## src/rtl/load_store_unit_pkg.sv

```systemverilog
// Shared definitions for the load/store unit: access-size codes, FSM state encoding
// and the alignment helper used when LSU_MISALIGN_TRAP_EN is defined.
package load_store_unit_pkg;

  localparam logic [1:0] SIZE_B   = 2'b00;
  localparam logic [1:0] SIZE_H   = 2'b01;
  localparam logic [1:0] SIZE_W   = 2'b10;
  localparam logic [1:0] SIZE_RSV = 2'b11;

  typedef enum logic [2:0] {
    ST_IDLE  = 3'd0,
    ST_LOAD  = 3'd1,
    ST_STORE = 3'd2,
    ST_RMW   = 3'd3,
    ST_RESP  = 3'd4
  } lsu_state_e;

  // True when the low address bits are not a multiple of the access size.
  function automatic logic is_misaligned(input logic [1:0] size, input logic [1:0] addr_lo);
    logic mis;
    case (size)
      SIZE_H:  mis = addr_lo[0];
      SIZE_W:  mis = (addr_lo != 2'b00);
      default: mis = 1'b0;
    endcase
    return mis;
  endfunction

endpackage

```

## src/rtl/load_store_unit_lane_align.sv

```systemverilog
// Combinational lane logic: extracts and extends the addressed byte/halfword of a
// loaded word, and merges store data into the addressed lanes of the old word.
module load_store_unit_lane_align
  import load_store_unit_pkg::*;
(
  input  logic [1:0]  size_i,
  input  logic        signed_i,
  input  logic [1:0]  lane_i,
  input  logic [31:0] rdata_i,
  input  logic [31:0] wdata_i,
  output logic [31:0] load_data_o,
  output logic [31:0] merge_data_o
);

  logic [4:0]  byte_off;
  logic [4:0]  half_off;
  logic [7:0]  byte_sel;
  logic [15:0] half_sel;

  // Halfwords ignore addr[0]; the trap build rejects those requests before they get here.
  assign byte_off = {lane_i, 3'b000};
  assign half_off = {lane_i[1], 4'b0000};

  always_comb begin
    byte_sel     = rdata_i[byte_off +: 8];
    half_sel     = rdata_i[half_off +: 16];
    load_data_o  = 32'h0000_0000;
    merge_data_o = rdata_i;
    case (size_i)
      SIZE_B: begin
        load_data_o                = {{24{signed_i & byte_sel[7]}}, byte_sel};
        merge_data_o[byte_off +: 8] = wdata_i[7:0];
      end
      SIZE_H: begin
        load_data_o                 = {{16{signed_i & half_sel[15]}}, half_sel};
        merge_data_o[half_off +: 16] = wdata_i[15:0];
      end
      SIZE_W: begin
        load_data_o  = rdata_i;
        merge_data_o = wdata_i;
      end
      default: begin
        load_data_o  = 32'h0000_0000;
        merge_data_o = rdata_i;
      end
    endcase
  end

endmodule

```

## src/rtl/load_store_unit.sv

```systemverilog
// Load/store unit between execute and a word-wide DataMemory: one request at a time,
// sub-word stores via read-modify-write. Define LSU_MISALIGN_TRAP_EN to trap misaligned accesses.
module load_store_unit
  import load_store_unit_pkg::*;
#(
  parameter int ADDR_W = 32,
  parameter int DATA_W = 32
) (
  input  logic              clk,
  input  logic              rst,
  input  logic              req_valid,
  output logic              req_ready,
  input  logic              req_we,
  input  logic [1:0]        req_size,
  input  logic              req_signed,
  input  logic [ADDR_W-1:0] req_addr,
  input  logic [DATA_W-1:0] req_wdata,
  output logic              rsp_valid,
  output logic [DATA_W-1:0] rsp_rdata,
  output logic              rsp_err,
  output logic [ADDR_W-1:0] mem_address,
  output logic [DATA_W-1:0] mem_write_data,
  output logic              mem_write_enable,
  input  logic [DATA_W-1:0] mem_read_data
);

  lsu_state_e        state_q;
  logic              req_ready_q;
  logic              rsp_valid_q;
  logic [DATA_W-1:0] rsp_rdata_q;
  logic              rsp_err_q;
  logic [ADDR_W-1:0] addr_q;
  logic [1:0]        size_q;
  logic              signed_q;
  logic [DATA_W-1:0] wdata_q;
  logic [DATA_W-1:0] mem_wdata_q;
  logic              req_err;
  logic [DATA_W-1:0] load_data;
  logic [DATA_W-1:0] merge_data;

  always_comb begin
    req_err = (req_size == SIZE_RSV);
`ifdef LSU_MISALIGN_TRAP_EN
    req_err = req_err | is_misaligned(req_size, req_addr[1:0]);
`endif
  end

  load_store_unit_lane_align u_lane_align (
    .size_i       (size_q),
    .signed_i     (signed_q),
    .lane_i       (addr_q[1:0]),
    .rdata_i      (mem_read_data),
    .wdata_i      (wdata_q),
    .load_data_o  (load_data),
    .merge_data_o (merge_data)
  );

  always_ff @(posedge clk) begin
    if (rst) begin
      state_q     <= ST_IDLE;
      req_ready_q <= 1'b1;
      rsp_valid_q <= 1'b0;
      rsp_rdata_q <= '0;
      rsp_err_q   <= 1'b0;
      addr_q      <= '0;
      size_q      <= SIZE_B;
      signed_q    <= 1'b0;
      wdata_q     <= '0;
      mem_wdata_q <= '0;
    end else begin
      case (state_q)
        ST_IDLE: begin
          if (req_valid && req_ready_q) begin
            addr_q      <= req_addr;
            size_q      <= req_size;
            signed_q    <= req_signed;
            wdata_q     <= req_wdata;
            rsp_rdata_q <= '0;
            req_ready_q <= 1'b0;
            if (req_err) begin
              state_q     <= ST_RESP;
              rsp_valid_q <= 1'b1;
              rsp_err_q   <= 1'b1;
            end else if (!req_we) begin
              state_q <= ST_LOAD;
            end else if (req_size == SIZE_W) begin
              state_q     <= ST_STORE;
              mem_wdata_q <= req_wdata;
            end else begin
              state_q <= ST_RMW;
            end
          end
        end
        ST_LOAD: begin
          rsp_rdata_q <= load_data;
          rsp_valid_q <= 1'b1;
          state_q     <= ST_RESP;
        end
        // The old word is on mem_read_data this cycle; the merged word is written next.
        ST_RMW: begin
          mem_wdata_q <= merge_data;
          state_q     <= ST_STORE;
        end
        ST_STORE: begin
          rsp_valid_q <= 1'b1;
          state_q     <= ST_RESP;
        end
        ST_RESP: begin
          rsp_valid_q <= 1'b0;
          rsp_err_q   <= 1'b0;
          req_ready_q <= 1'b1;
          state_q     <= ST_IDLE;
        end
        default: begin
          rsp_valid_q <= 1'b0;
          rsp_err_q   <= 1'b0;
          req_ready_q <= 1'b1;
          state_q     <= ST_IDLE;
        end
      endcase
    end
  end

  assign req_ready        = req_ready_q;
  assign rsp_valid        = rsp_valid_q;
  assign rsp_rdata        = rsp_rdata_q;
  assign rsp_err          = rsp_err_q;
  assign mem_address      = {2'b00, addr_q[ADDR_W-1:2]};
  assign mem_write_data   = mem_wdata_q;
  // Gating with rst keeps a reset during STORE from landing a write on that edge.
  assign mem_write_enable = (state_q == ST_STORE) && !rst;

endmodule

```

## config.mk

```make
export PLATFORM = sky130hd
export DESIGN_NAME = load_store_unit
export DESIGN_NICKNAME = d
export VERILOG_FILES = /design/src/rtl/load_store_unit_pkg.sv /design/src/rtl/load_store_unit_lane_align.sv /design/src/rtl/load_store_unit.sv
export SDC_FILE = /design/constraint.sdc
export NUM_CORES = 1
export LEC_CHECK = 0
export CORE_MARGIN = 2
export CORE_UTILIZATION = 48
export CTS_BUF_LIST = sky130_fd_sc_hd__clkbuf_16
export DETAILED_ROUTE_END_ITERATION = 16
export PLACE_DENSITY = 0.81
export SYNTH_ARGS = -nofsm -noshare
export SYNTH_HDL_FRONTEND = slang
export SYNTH_SLANG_ARGS = --single-unit
```

## constraint.sdc

```tcl
create_clock -name clk -period 2.63 [get_ports clk]
set_input_delay 0.3945 -clock clk [delete_from_list [all_inputs] [get_ports clk]]
set_output_delay 0.3945 -clock clk [all_outputs]
set_load 0.1 [all_outputs]
```

==> impl_metrics.json, run 1 <==
{
  "finalMaxSlewViolations": 0,
  "initial_core_util_pct": 48.5,
  "core_area_um2": 15700,
  "grt_pass1_vias": 6851,
  "drtIter0Drc": 721,
  "finalSetupViolations": 0,
  "cpPeakStageDelay_ns": 0.60,
  "grt-busiest-layer": "met2",
  "cp_max_fo": 36,
  "drt_first_pass_iters": 5,
  "synthDistinctLibCells": 62,
  "io_buffers": 200,
  "p_clk_share_pct": 40.6,
  "maxSlewHeadroom_pct": 12.3,
  "synth_area_um2": 7620,
  "postCtsSetupRepairBufs": 0,
  "slowest_stage": "or4b_1",
  "ctsResizeCount": 0,
  "cts_max_level": 4,
  "worst_pin_slew_ns": 1.31,
  "cts_tree": "built",
  "yosys_register_bits": 137,
  "maxCapViolations": 0,
  "r2r_slack_ns": 0.28,
  "endpoint_kind": "flop",
  "outcome": "finished clean",
  "skew_ns": 0.0108,
  "wl_per_cell_um": 18.5,
  "async_flop_share_pct": 0,
  "ys_seq_area_share_pct": 36.0,
  "die_x_um": 130,
  "die_y_um": 130,
  "cts.clk_slew.worst_paths_ns": 0.07,
  "arrival_ns": 2.68,
  "use_met3_pct": 7.38,
  "met1_usage_pct": 38.1,
  "holdBufCountCts": 0,
  "num_vias": 7603,
  "power_frac_comb_pct": 23.8,
  "seqPwrFrac_pct": 35.6,
  "drt_wl_total_um": 23900,
  "total_power_mw": 6.44,
  "gr-total-overflow": 0,
  "synthFlopType": "dfxtp_1",
  "post-route-drc-count": 0,
  "switchingPower_mw": 2.14,
  "use_met2_pct": 41.9,
  "finalCriticalPeriod_ns": 2.35,
  "n_antenna_cell": 0,
  "fmaxAchievable_mhz": 425,
  "cts_sinks": 137,
  "path_cells": "buf_4, ha_1, or4b_1, o32ai_2, a221oi_2, o41ai_2",
  "area_growth_pct": 30.4,
  "finalHoldViolCount": 0,
  "dpl.hpwl_um": 16600,
  "cts_made_buffers": 17,
  "rows": 46,
  "powerDensity_nw_per_um2": 648,
  "power.leakage_nw": 3.75,
  "io_pins": 203,
  "grt_pass1_wl_um": 36700,
  "place.gp.congestion": 0.895,
  "p_int_mw": 4.30,
  "postRouteAntennaNets": 0,
  "criticalPathCategory": "flop to flop",
  "grt_max_degree": 56,
  "drive_above_1_share_pct": 17.7,
  "dpl-instance-area_um2": 9300,
  "rsz0062_at_grt": "no",
  "hp-class": "input port to flop",
  "hold-worst-slack_ns": 0.418,
  "ctsRootBufferMaster": "clkbuf_16",
  "postLayoutCellArea_um2": 9940,
  "grt_usage_pct": 27.7,
  "antenna_found_initial": 0,
  "fin_nets": 1169,
  "syn_avg_cell_area_um2": 8.17,
  "swShare_pct": 33.2,
  "post_drt_via_cell_ratio": 5.89,
  "cts_buffer_depth": 2,
  "die_area_um2": 16900,
  "fin_crit_sh_pct": 89.5,
  "syn_inst": 933,
  "ir_drop_uv": 479,
  "ys_warn_count": 0,
  "synth-edff-count": 0,
  "critPathLaunchType": "flop",
  "clock_latency_ns": 0.43,
  "cp.required_ns": 2.96
}
[layout by cell type, fill, tap and decap left out, types with 4 or more instances in the layout]
cell type / count
nand2_1: 188
dfxtp_1: 134
buf_4: 126
clkdlybuf4s50_1: 101
a21oi_1: 70
a221oi_1: 30
mux2i_1: 29
nor2_1: 27
inv_1: 26
nand3b_1: 24
o21ai_0: 24
a22o_1: 23
o2bb2ai_1: 23
clkbuf_16: 17
o221ai_1: 16
a2bb2oi_1: 16
o31ai_1: 15
o22ai_1: 14
nor2b_1: 11
nand3_1: 11
mux2_1: 10
a31oi_1: 10
and3b_1: 9
a21o_1: 9
a211oi_1: 9
nand2b_1: 9
o41ai_2: 8
o41ai_1: 7
nor3_1: 6
o311ai_1: 5
ha_1: 5
inv_6: 4
bufinv_16: 4
clkinv_4: 4
[path summary, 6_finish.rpt]
check                    from                  to  depth (start not counted)
setup / recovery    addr_q[1]  mem_write_data[31]                          6
hold / removal            rst          addr_q[19]                          2
setup reg to reg    addr_q[1]  mem_write_data[31]                          6
hold reg to reg   wdata_q[22]         wdata_q[22]                          2
[cell type report]
class	count	area, µm²
flip-flops and latches	137	2750
clock inverters	15	216
fillers	1387	5780
multi-input cells	647	4170
inverters	29	109
clock buffers	17	425
well taps	216	270
repair buffers	229	2000
[Yosys cell counts (6+ instances only)]
library cell	n	area share [%]
nand2_1	188	9.3
dfxtp_1	137	36
a21oi_1	70	4.6
clkbuf_1	50	2.5
buf_4	36	3.5
a221oi_1	30	3.4
mux2i_1	29	3.8
nor2_1	28	1.4
buf_2	27	1.8
inv_1	26	1.3
nand3b_1	24	2.4
o21ai_0	24	1.6
a22o_1	23	2.6
o2bb2ai_1	23	2.6
a2bb2oi_1	16	1.8
o221ai_1	16	1.8
o31ai_1	15	1.5
o22ai_1	14	1.1
nor2b_1	12	0.99
nand3_1	11	0.72
a31oi_1	10	0.82
mux2_1	10	1.5
nand2b_1	10	0.82
a211oi_1	9	0.89
a21o_1	9	0.89
and3b_1	9	1.0
o41ai_2	8	1.7
o41ai_1	7	0.80
nor3_1	6	0.39
[flip-flops by register name, summed over array words and instances (netlist names)]
| register | flops |
|---|---|
| addr_q | 32 |
| mem_write_data | 32 |
| rsp_rdata | 32 |
| wdata_q | 32 |
| state_q | 3 |
| size_q | 2 |
| req_ready | 1 |
| rsp_err | 1 |
| rsp_valid | 1 |
| signed_q | 1 |
[power by group through the flow]
stage               clock network (mW)  registers, mW  logic (mW)
floorplan                            0           2.47       0.948
global placement                     0           2.33        1.50
detailed placement                   0           2.33        1.52
CTS                               2.63           2.29        1.52
global route                      2.73           2.30        1.62
finish                            2.61           2.29        1.53
[per-layer routing]
| layer | share of wire (%) | vias to the layer above |
|---|---|---|
| met4 | 2.5 | 0 |
| met1 | 43 | 3575 |
| met3 | 9.3 | 44 |
| met2 | 45 | 375 |
| met5 | 0 | - |
| li1 | - | 3609 |
[cell families after synthesis]
group / synth area share [%]
AND/OR/NAND/NOR: 19.0
adder cells (fa/ha/maj): 0.821
multiplexers: 5.91
other: 0.0492
buffers and inverters: 9.82
AO/OA/AOI/OAI: 28.4
flip-flops: 36.0
[through the flow]
| stage | utilization [%] | cells | setup TNS (ns) | setup WS [ns] |
|---|---|---|---|---|
| finish | 63.2 | 1290 | 0 | 0.276 |
| global route | 63.2 | 1290 | 0 | 0.135 |
| CTS | 63.2 | 1290 | 0 | 0.287 |
| detailed placement | 59.2 | 1258 | -0.0333 | -0.0279 |
| global placement | 59.2 | 1258 | 0 | 0.0347 |
| floorplan | - | 934 | 0 | 0.249 |
[critical path: cells and delay by family (launching register included)]
family	cells	cell delay [ns]
AOI/OAI and AO/OA	3	0.68
and+or+nand+nor	1	0.60
buffers and inverters	1	0.39
DFF	1	0.33
adders and majority gates	1	0.24
Note: power is estimated with default switching activity, not from simulation.
==> run 2, diff against run 1 <==
CTS_CLUSTER_SIZE = 28   (was unset)
SKIP_CTS_REPAIR_TIMING = 1   (was unset)
==> results of run 2 <==
Final layout, timing and power as in run 1 (identical DEF).
